===== src/rtl/display_pkg.sv =====
// Shared definitions for the multiplexed 7-segment scan controller.
// Holds digit width, enable polarity, scan state encoding and a clog2 helper.
// Imported by scan_timer and display_scan_ctrl.
package display_pkg;

    localparam int   DIGIT_W = 4;
    localparam logic DIG_ON  = 1'b0;   // common-anode digits: low lights the digit

    typedef enum logic {
        GUARD = 1'b0,
        ON    = 1'b1
    } scan_state_t;

    // Ceiling log2, never below 1 so it is always usable as a vector width.
    function automatic int clog2(input int value);
        int r;
        r = 0;
        for (int i = 0; i < 31; i++) begin
            if ((1 << i) < value) begin
                r = i + 1;
            end
        end
        return (r < 1) ? 1 : r;
    endfunction

endpackage


===== src/rtl/scan_timer.sv =====
// Slot counter and digit index for the scan controller.
// Ports: clk/reset in; cnt (position inside the slot), slot_end/frame_end strobes
// for the current cycle, idx_next (digit index valid after the coming edge).
module scan_timer
    import display_pkg::*;
#(
    parameter int NUM_DIGITS  = 4,
    parameter int SLOT_CYCLES = 50000
) (
    input  logic                           clk,
    input  logic                           reset,
    output logic [clog2(SLOT_CYCLES)-1:0]  cnt,
    output logic                           slot_end,
    output logic                           frame_end,
    output logic [clog2(NUM_DIGITS)-1:0]   idx_next
);

    localparam int CNT_W = clog2(SLOT_CYCLES);
    localparam int IDX_W = clog2(NUM_DIGITS);
    localparam logic [CNT_W-1:0] CNT_LAST = CNT_W'(SLOT_CYCLES - 1);
    localparam logic [IDX_W-1:0] IDX_LAST = IDX_W'(NUM_DIGITS - 1);

    logic [IDX_W-1:0] idx;

    assign slot_end  = (cnt == CNT_LAST);
    assign frame_end = slot_end && (idx == IDX_LAST);

    always_comb begin
        idx_next = idx;
        if (slot_end) begin
            idx_next = (idx == IDX_LAST) ? '0 : idx + 1'b1;
        end
    end

    always_ff @(posedge clk) begin
        if (reset) begin
            cnt <= '0;
            idx <= '0;
        end else begin
            cnt <= slot_end ? '0 : cnt + 1'b1;
            idx <= idx_next;
        end
    end

endmodule


===== src/rtl/display_scan_ctrl.sv =====
// Time-multiplexed scan controller driving one shared BCD decoder and active-low digit enables.
// Ports: clk, reset (sync, active-high); load/value_in/blank_mask stage new data, ack pulses on commit;
// number feeds the decoder, digit_en selects the lit digit. Data commits only at the frame boundary.
module display_scan_ctrl
    import display_pkg::*;
#(
    parameter int NUM_DIGITS   = 4,
    parameter int SLOT_CYCLES  = 50000,
    parameter int GUARD_CYCLES = 2
) (
    input  logic                          clk,
    input  logic                          reset,
    input  logic                          load,
    input  logic [DIGIT_W*NUM_DIGITS-1:0] value_in,
    input  logic [NUM_DIGITS-1:0]         blank_mask,
    output logic                          ack,
    output logic [DIGIT_W-1:0]            number,
    output logic [NUM_DIGITS-1:0]         digit_en
);

    localparam int CNT_W = clog2(SLOT_CYCLES);
    localparam int IDX_W = clog2(NUM_DIGITS);
    localparam logic [CNT_W-1:0] GUARD_LAST = CNT_W'((GUARD_CYCLES > 0) ? GUARD_CYCLES - 1 : 0);
    localparam scan_state_t SLOT_START = (GUARD_CYCLES > 0) ? GUARD : ON;

    logic [CNT_W-1:0] cnt;
    logic             slot_end;
    logic             frame_end;
    logic [IDX_W-1:0] idx_next;

    scan_timer #(
        .NUM_DIGITS  (NUM_DIGITS),
        .SLOT_CYCLES (SLOT_CYCLES)
    ) u_timer (
        .clk       (clk),
        .reset     (reset),
        .cnt       (cnt),
        .slot_end  (slot_end),
        .frame_end (frame_end),
        .idx_next  (idx_next)
    );

    scan_state_t                   state;
    scan_state_t                   state_next;
    logic [DIGIT_W*NUM_DIGITS-1:0] shadow_val, shadow_val_next, stage_val;
    logic [NUM_DIGITS-1:0]         shadow_mask, shadow_mask_next, stage_mask;
    logic                          pending;
    logic [NUM_DIGITS-1:0]         digit_en_next;

    always_comb begin
        state_next = state;
        if (slot_end) begin
            state_next = SLOT_START;
        end else if (state == GUARD && cnt == GUARD_LAST) begin
            state_next = ON;
        end
    end

    // Shadow only moves at the frame boundary; a load on that very cycle wins
    // over older staged data so it is shown without an extra frame of delay.
    always_comb begin
        shadow_val_next  = shadow_val;
        shadow_mask_next = shadow_mask;
        if (frame_end) begin
            if (load) begin
                shadow_val_next  = value_in;
                shadow_mask_next = blank_mask;
            end else if (pending) begin
                shadow_val_next  = stage_val;
                shadow_mask_next = stage_mask;
            end
        end
    end

    // Outputs are registered from next-cycle state so they line up with the timer.
    always_comb begin
        digit_en_next = '1;
        if (state_next == ON && !shadow_mask_next[idx_next]) begin
            digit_en_next[idx_next] = DIG_ON;
        end
    end

    always_ff @(posedge clk) begin
        if (reset) begin
            state       <= SLOT_START;
            shadow_val  <= '0;
            shadow_mask <= '1;
            stage_val   <= '0;
            stage_mask  <= '0;
            pending     <= 1'b0;
            ack         <= 1'b0;
            number      <= '0;
            digit_en    <= '1;
        end else begin
            state       <= state_next;
            shadow_val  <= shadow_val_next;
            shadow_mask <= shadow_mask_next;
            if (load) begin
                stage_val  <= value_in;
                stage_mask <= blank_mask;
            end
            pending  <= frame_end ? 1'b0 : (pending | load);
            ack      <= frame_end && (pending || load);
            number   <= shadow_val_next[DIGIT_W*idx_next +: DIGIT_W];
            digit_en <= digit_en_next;
        end
    end

endmodule


===== config.mk =====
export PLATFORM = sky130hd
export DESIGN_NAME = display_scan_ctrl
export DESIGN_NICKNAME = d
export VERILOG_FILES = /design/src/rtl/display_pkg.sv /design/src/rtl/scan_timer.sv /design/src/rtl/display_scan_ctrl.sv
export SDC_FILE = /design/constraint.sdc
export NUM_CORES = 1
export LEC_CHECK = 0
export ABC_AREA = 0
export CORE_ASPECT_RATIO = 0.9
export CORE_UTILIZATION = 45
export CTS_CLUSTER_DIAMETER = 30
export DETAILED_ROUTE_END_ITERATION = 10
export PLACE_DENSITY = 0.66
export SYNTH_ARGS = -nofsm -noshare
export SYNTH_HDL_FRONTEND = slang
export SYNTH_SLANG_ARGS = --single-unit

===== constraint.sdc =====
create_clock -name clk -period 3.9 [get_ports clk]
set_clock_uncertainty 0.05 [all_clocks]
set_input_delay 0.585 -clock clk [delete_from_list [all_inputs] [get_ports clk]]
set_output_delay 0.585 -clock clk [all_outputs]
set_load 0.005 [all_outputs]

; Yosys cells after proc, flatten, opt, wreduce, memory -nomap -nowiden
; Cells that the tools add are included.
[word_totals]
reg_bits = 69
word_cells = 47
[classes]
n_mux = 14
bitwise = 4
n_lt_le_gt_ge = 2
n_reduce_logical = 10
n_eq_ne = 3
shift = 1
n_addsub = 2
[op_table]
columns = cell, count
row1 = 2-to-1 mux 16 bit, 3
row2 = adder 16 x 1 -> 16 bit (second input constant), 1
row3 = == test 16 x 1 -> 1 bit (second input constant), 1
row4 = == test 16 bit (second input constant), 1
row5 = variable part select 16 x 5 -> 4 bit, 1
row6 = 2-to-1 mux 4 bit, 3
row7 = OR reduction 2 bit, 3
row8 = logical AND 1 bit, 5
row9 = 2-to-1 mux 1 bit, 4
row10 = 2-to-1 mux 2 bit, 2
row11 = inverter 4 bit, 1
row12 = < comparator 2 x 3 -> 1 bit (second input constant), 1
row13 = adder 2 x 1 -> 2 bit (second input constant), 1
row14 = binary-select mux 1 bit (select 2 bit), 1
row15 = demux 1 bit (select 2 bit), 1
row16 = == test 2 bit (second input constant), 1
row17 = >= comparator 2 x 1 -> 1 bit (second input constant), 1
row18 = inverter 1 bit, 2
row19 = zero test 1 bit, 1
row20 = logical OR 1 bit, 1
row21 = bitwise OR 1 bit, 1

; Longest topological paths before layout
[logic_depth]
depth_word = 9
mapped_depth = 10

; By module
; From an unflattened synthesis, not the netlist that was laid out.
[unflattened]
cells_unflattened = 321
hier_area_um2 = 3040.4
[modules_own_cells]
columns = module, area_per_inst_um2, instances, cells_each, seq_area_each_um2
row1 = display_scan_ctrl, 2204.6, 1, 230, 1021.0
row2 = scan_timer, 835.8, 1, 91, 360.3

; Worst setup path before layout
; Ideal clock, no wire load.
[synth_path]
path_type = register to register
start = register u_timer.cnt[13]
end = register number[2]
path_slack_ns = 1.166
stages_incl_launch_ff = 8
arrival_ns = 2.557
setup_time_ns = 0.127
t_required_ns = 3.723
path_cell_list = dfxtp_1 or4_4 nor4_4 mux2i_1 nor2b_4 o211ai_1 a21oi_1 or3_1
[synth_via]
elab_chain_len = 4
[synth_rtl]
columns = item, line
row1 = "start, declared", scan_timer.sv:12  ; output logic [clog2(SLOT_CYCLES)-1:0] cnt,
row2 = "start signal, assigned", scan_timer.sv:40  ; cnt <= slot_end ? '0 : cnt + 1'b1;
row3 = == test 16 bit *, scan_timer.sv:25  ; assign slot_end = (cnt == CNT_LAST);
row4 = logical AND 1 bit, scan_timer.sv:26  ; assign frame_end = slot_end && (idx == IDX_LAST);
row5 = 2-to-1 mux 16 bit, display_scan_ctrl.sv:64  ; if (frame_end) begin
row6 = variable part select 16 x 5 -> 4 bit *, display_scan_ctrl.sv:104  ; number <= shadow_val_next[DIGIT_W*idx_next +: DIGIT_W];
row7 = "end signal, assigned", display_scan_ctrl.sv:104
row8 = "end, declared", display_scan_ctrl.sv:17  ; output logic [DIGIT_W-1:0] number,
; Mark *: on every way between the ends. The rest lies on a longest branch, timed or not.
; A chain may end at the register's enable or synchronous reset.

; Worst setup path in the final report
; Ends and elaborated chain as after synthesis.

==> impl.org <==
** Setup path
- CP Launch Point :: u_timer.cnt[13]$_SDFF_PP0_
- Worst r2r path cells :: 7
- Maximum fanout encountered on the critical timing path :: 9
- Worst EP required :: 4.08 ns
- Worst stage delay on the critical path :: 0.70 ns
- STA classifies the critical path endpoint as a flip-flop.
- In this run the register-to-register setup slack is 0.81 ns.
- The slowest stage of the critical path belongs to the cell sky130_fd_sc_hd__mux2i_1.
- The endpoint identified for the worst register-to-register timing path is number[2]$_SDFF_PP0_.
- The worst setup path is of the reg -> reg kind.
- Traced cell by cell, the critical path runs through or4_4, nor4_4, mux2i_1, nor2b_4, o211ai_1, a21oi_1, or3_1.
- In this run the worst setup path terminates at number[2]$_SDFF_PP0_.
- Worst reg2reg startpoint :: u_timer.cnt[13]$_SDFF_PP0_
- Arrival time worst endpoint :: 3.27 ns
- STA classifies the critical path startpoint as a flip-flop.

** Route
- The detail route stage leaves a number of antenna-violating nets equal to 0.
- Vias :: 2479
- After detailed routing, the number of remaining DRC violations is 0.
- The pre-antenna-repair detailed-routing pass consisted of 4 iterations.
- After detailed routing, the average wire length per cell comes to 15.35 microns.
- Iter 0 DRT Violations :: 147
- Post-Route WL :: 6848 microns
- Via density per instance :: 5.558

** Power and ir drop
- For this design the static power due to leakage is 1.331 nW.
- In this run the power density over the cells is 415.9 nW/um^2.
- Cell internal power dissipation :: 1.149 mW
- Switching power :: 335.9 uW
- Fraction of power consumed by sequential logic :: 49.6%
- Clock share of power :: 43.9%
- The share of total power dissipated in combinational logic is 6.5%.
- VDD sags by at most 0.2769 mV.
- Switching power as a share of total power :: 22.63%

** Clocking
- Clock latency on the worst-skew pair :: 0.35 ns
- Clock tree synthesis found a total of 69 sinks.
- The number of setup buffers added after CTS is 0.
- TritonCTS built the clock tree.
- No sink is reached through more buffers than the 2 on the longest clock path.
- After clock tree synthesis, the clock-pin slew on the worst setup and hold paths is 0.08 ns.
- Hold repair after CTS inserted 0 buffers.
- Cts repair resizes :: 0
- Counting the buffers created by CTS gives 9.
- Root buffer selected by CTS :: sky130_fd_sc_hd__clkbuf_8
- The H-tree generated during clock tree synthesis spans 3 levels.

** Timing
- Final-report setup violation count :: 0
- Worst slew slack as a fraction of its limit :: 34.45%
- Final setup TNS :: 0 ns
- Final WS setup :: 0.8106 ns
- In the finished design, the share of the clock period the worst path needs comes to 79.22%.
- Time the worst path needs with I/O delays and setup :: 3.089 ns
- At the pin with the least slew margin, the transition time is 0.9819 ns.
- Fmax :: 323.7 MHz
- The number of hold violations in the final report is 0.
- Setup repair after global routing left no endpoint under its margin.
- The total count of max-transition violations in the final report was 0.

** Synth
- Synthesis inferred 69 register bits.
- Yosys top cell by area :: sky130_fd_sc_hd__dfxtp_1
- Yosys attributes the largest share of cell area to sky130_fd_sc_hd__dfxtp_1 (46%), sky130_fd_sc_hd__mux2i_1 (7.4%), sky130_fd_sc_hd__nor2_1 (7.2%), sky130_fd_sc_hd__o22a_1 (5.9%), sky130_fd_sc_hd__o22ai_1 (3.6%).
- The cell area that synthesis handed to floorplanning was 2992 sq um.
- Part of the Yosys area used for sequential elements :: 46.17%
- The average instance in the mapped netlist occupies 9.121 sq um.
- After technology mapping, the gate count stands at 328.
- The number of different library cells used by synthesis comes to 39.
- Yosys warnings :: 0
- Syn_nets :: 354
- Area fraction of the dominant cell type after synthesis :: 46.17%

** Outcome
- Status :: complete, no violations

** Cells and area
- Cells fill 56.81% of the core in the end.
- Layout Cells excl Fill :: 446
- From synthesis to final layout, the design area changed by 19.32%.
- The net count of the finished layout is 380.
- N_diodes :: 0
- Final cell area excluding filler cells :: 3570 sq um
- Share of cells above drive strength 1 :: 7.799%

** Floorplanning
- FP Rows :: 27
- Overall die area :: 6978 sq um
- Die outline width :: 87.95 microns
- IO Count :: 32
- In this run the vertical extent of the chip is 79.35 microns.
- After floorplanning, the core was sized to cover 6284 sq um.
- The initial utilization of the core area, before any placement, comes to 47.61%.

** Global routing
- Across every metal layer, demand over resource in global routing totals 21.70%.
- The via count of the first global-routing pass was 2400.
- First-pass GRT wire length :: 11490 microns
- The global routing stage identified its most utilized layer as met2.
- Global routing used 28.63% of the available met1 tracks.
- Initial antenna violation count :: 0
- Maximum number of pins on one net before global-route repair :: 52
- Met2 usage :: 33.02%
- In the global route stage, met3 resource usage came out at 6.237%.
- Summed over all layers, the global routing overflow is 0.

** Placed design
- Worst slack at placement :: 0.8135 ns
- Placed wire-length estimate :: 4379 microns
- Instance area after placement :: 3344 sq um
- Gpl congestion :: 0.8069
- Dpl cells :: 430
- Port buffering added 31 buffers.

** Job
- Max-cap violation count :: 0

** Worst hold path
- The worst hold path begins at u_timer.cnt[0]$_SDFF_PP0_.
- The min-delay analysis places its worst path in the category reg -> reg.
[layout make-up]
class,count,area (sq um)
clock buffers,11,141.4
clock inverters,5,83.83
fillers,575,2714
inverters,4,15.01
multi-input cells,237,1519
flip-flops and latches,69,1381
well taps,87,108.9
repair buffers,33,320.3
[cell usage in the layout (no fill, tap or decap), types with 2 or more instances in the layout]
cell                              instances
sky130_fd_sc_hd__ha_1                     3
sky130_fd_sc_hd__o211ai_1                 6
sky130_fd_sc_hd__dfxtp_1                 69
sky130_fd_sc_hd__nand3_1                  9
sky130_fd_sc_hd__nand3b_1                 2
sky130_fd_sc_hd__a21oi_1                  9
sky130_fd_sc_hd__or3b_1                   2
sky130_fd_sc_hd__nand4_1                  3
sky130_fd_sc_hd__xnor2_1                  6
sky130_fd_sc_hd__buf_4                    2
sky130_fd_sc_hd__a31oi_1                  3
sky130_fd_sc_hd__o22ai_1                 17
sky130_fd_sc_hd__or2_2                    5
sky130_fd_sc_hd__nor4_1                   2
sky130_fd_sc_hd__and3_1                   5
sky130_fd_sc_hd__clkinvlp_4               2
sky130_fd_sc_hd__inv_1                    4
sky130_fd_sc_hd__nand2b_1                 2
sky130_fd_sc_hd__o21ai_0                 10
sky130_fd_sc_hd__mux2i_1                 22
sky130_fd_sc_hd__clkdlybuf4s50_1         30
sky130_fd_sc_hd__or3_1                    8
sky130_fd_sc_hd__nor3_1                  17
sky130_fd_sc_hd__nor2_1                  57
sky130_fd_sc_hd__a32oi_1                  2
sky130_fd_sc_hd__nor4b_1                  2
sky130_fd_sc_hd__xor2_1                   7
sky130_fd_sc_hd__clkbuf_8                10
sky130_fd_sc_hd__o22a_1                  20
sky130_fd_sc_hd__nand2_1                  9
sky130_fd_sc_hd__bufinv_16                2
[power by group through the flow]
stage                     sequential (mW)  clock (mW)  combinational, mW
after floorplan                     0.745           0             0.0622
after global placement              0.752           0             0.0949
after detailed placement            0.752           0             0.0956
after CTS                           0.736       0.668             0.0963
after global routing                0.738       0.706              0.107
final                               0.737       0.652             0.0958
[routing by layer]
| layer | wire, microns | up-vias |
|---|---|---|
| met3 | 354 | 13 |
| met1 | 3300 | 1159 |
| li1 | - | 1241 |
| met5 | 0 | - |
| met2 | 3093 | 66 |
| met4 | 99 | 0 |
[sequential cells by signal, summed over array words and instances, names as in the netlist]
| register | count |
|---|---|
| ack | 1 |
| digit_en | 4 |
| number | 4 |
| pending | 1 |
| shadow_mask | 4 |
| shadow_val | 16 |
| stage_mask | 4 |
| stage_val | 16 |
| state | 1 |
| u_timer.cnt | 16 |
| u_timer.idx | 2 |
[worst max-delay path, delay by kind of cell, from the launching register on]
family | cells | cell delay, ns
and+or+nand+nor | 4 | 1.67
muxes | 1 | 0.70
DFF | 1 | 0.34
AOI/OAI and AO/OA | 2 | 0.23
[worst min path at each step]
| stage | end | slack [ns] | cells past startpoint |
|---|---|---|---|
| after detailed placement | u_timer.cnt[0]$_SDFF_PP0_ | 0.41 | 1 |
| after global routing | u_timer.cnt[0]$_SDFF_PP0_ | 0.43 | 1 |
| after CTS | u_timer.cnt[0]$_SDFF_PP0_ | 0.42 | 1 |
| final | u_timer.cnt[0]$_SDFF_PP0_ | 0.41 | 1 |
| after floorplan | u_timer.cnt[0]$_SDFF_PP0_ | 0.38 | 1 |
| after global placement | u_timer.cnt[0]$_SDFF_PP0_ | 0.39 | 1 |
[synthesized netlist by cell type]
cell / n
sky130_fd_sc_hd__nor2b_4: 1
sky130_fd_sc_hd__or3b_1: 2
sky130_fd_sc_hd__buf_2: 1
sky130_fd_sc_hd__nand3_1: 9
sky130_fd_sc_hd__nor4_1: 2
sky130_fd_sc_hd__nor2b_1: 1
sky130_fd_sc_hd__xor2_1: 7
sky130_fd_sc_hd__buf_1: 2
sky130_fd_sc_hd__nor4b_1: 2
sky130_fd_sc_hd__o21ai_0: 10
sky130_fd_sc_hd__o211ai_1: 6
sky130_fd_sc_hd__and3_1: 5
sky130_fd_sc_hd__ha_1: 3
sky130_fd_sc_hd__dfxtp_1: 69
sky130_fd_sc_hd__nand3b_1: 2
sky130_fd_sc_hd__o22a_1: 20
sky130_fd_sc_hd__a21o_1: 1
sky130_fd_sc_hd__o22ai_1: 17
sky130_fd_sc_hd__nor4_4: 1
sky130_fd_sc_hd__nand3_2: 1
sky130_fd_sc_hd__or4_4: 1
sky130_fd_sc_hd__or3_1: 8
sky130_fd_sc_hd__nor3_1: 17
sky130_fd_sc_hd__a32oi_1: 2
sky130_fd_sc_hd__xnor2_1: 6
sky130_fd_sc_hd__nand2_1: 9
sky130_fd_sc_hd__and3b_1: 1
sky130_fd_sc_hd__mux2i_1: 22
sky130_fd_sc_hd__buf_6: 1
sky130_fd_sc_hd__or2_2: 5
sky130_fd_sc_hd__nand4_1: 3
sky130_fd_sc_hd__clkbuf_1: 14
sky130_fd_sc_hd__nor2_1: 57
sky130_fd_sc_hd__nand2b_1: 2
sky130_fd_sc_hd__nand3_4: 1
sky130_fd_sc_hd__a31oi_1: 3
sky130_fd_sc_hd__a21oi_1: 9
sky130_fd_sc_hd__inv_1: 4
sky130_fd_sc_hd__nand4b_1: 1
[per-stage QoR]
step                power [mW]  hold slack, ns
detailed placement      0.8480          0.4065
global route             1.551          0.4330
floorplan               0.8068          0.3795
CTS                      1.501          0.4177
finish                   1.485          0.4124
global placement        0.8468          0.3938
[cell families (layout without fill, tap and decap cells)]
kind of cell | after synthesis | count (layout) | share of synthesized area, %
and+or+nand+nor | 131 | 131 | 22.79
xor gates and xnor gates | 13 | 13 | 3.806
buffers and inverters | 22 | 53 | 3.053
DFF | 69 | 69 | 46.17
adders and majority gates | 3 | 3 | 1.255
muxes | 22 | 22 | 7.361
AOI/OAI and AO/OA | 68 | 68 | 15.56
Note: power is estimated with default switching activity, not from simulation.
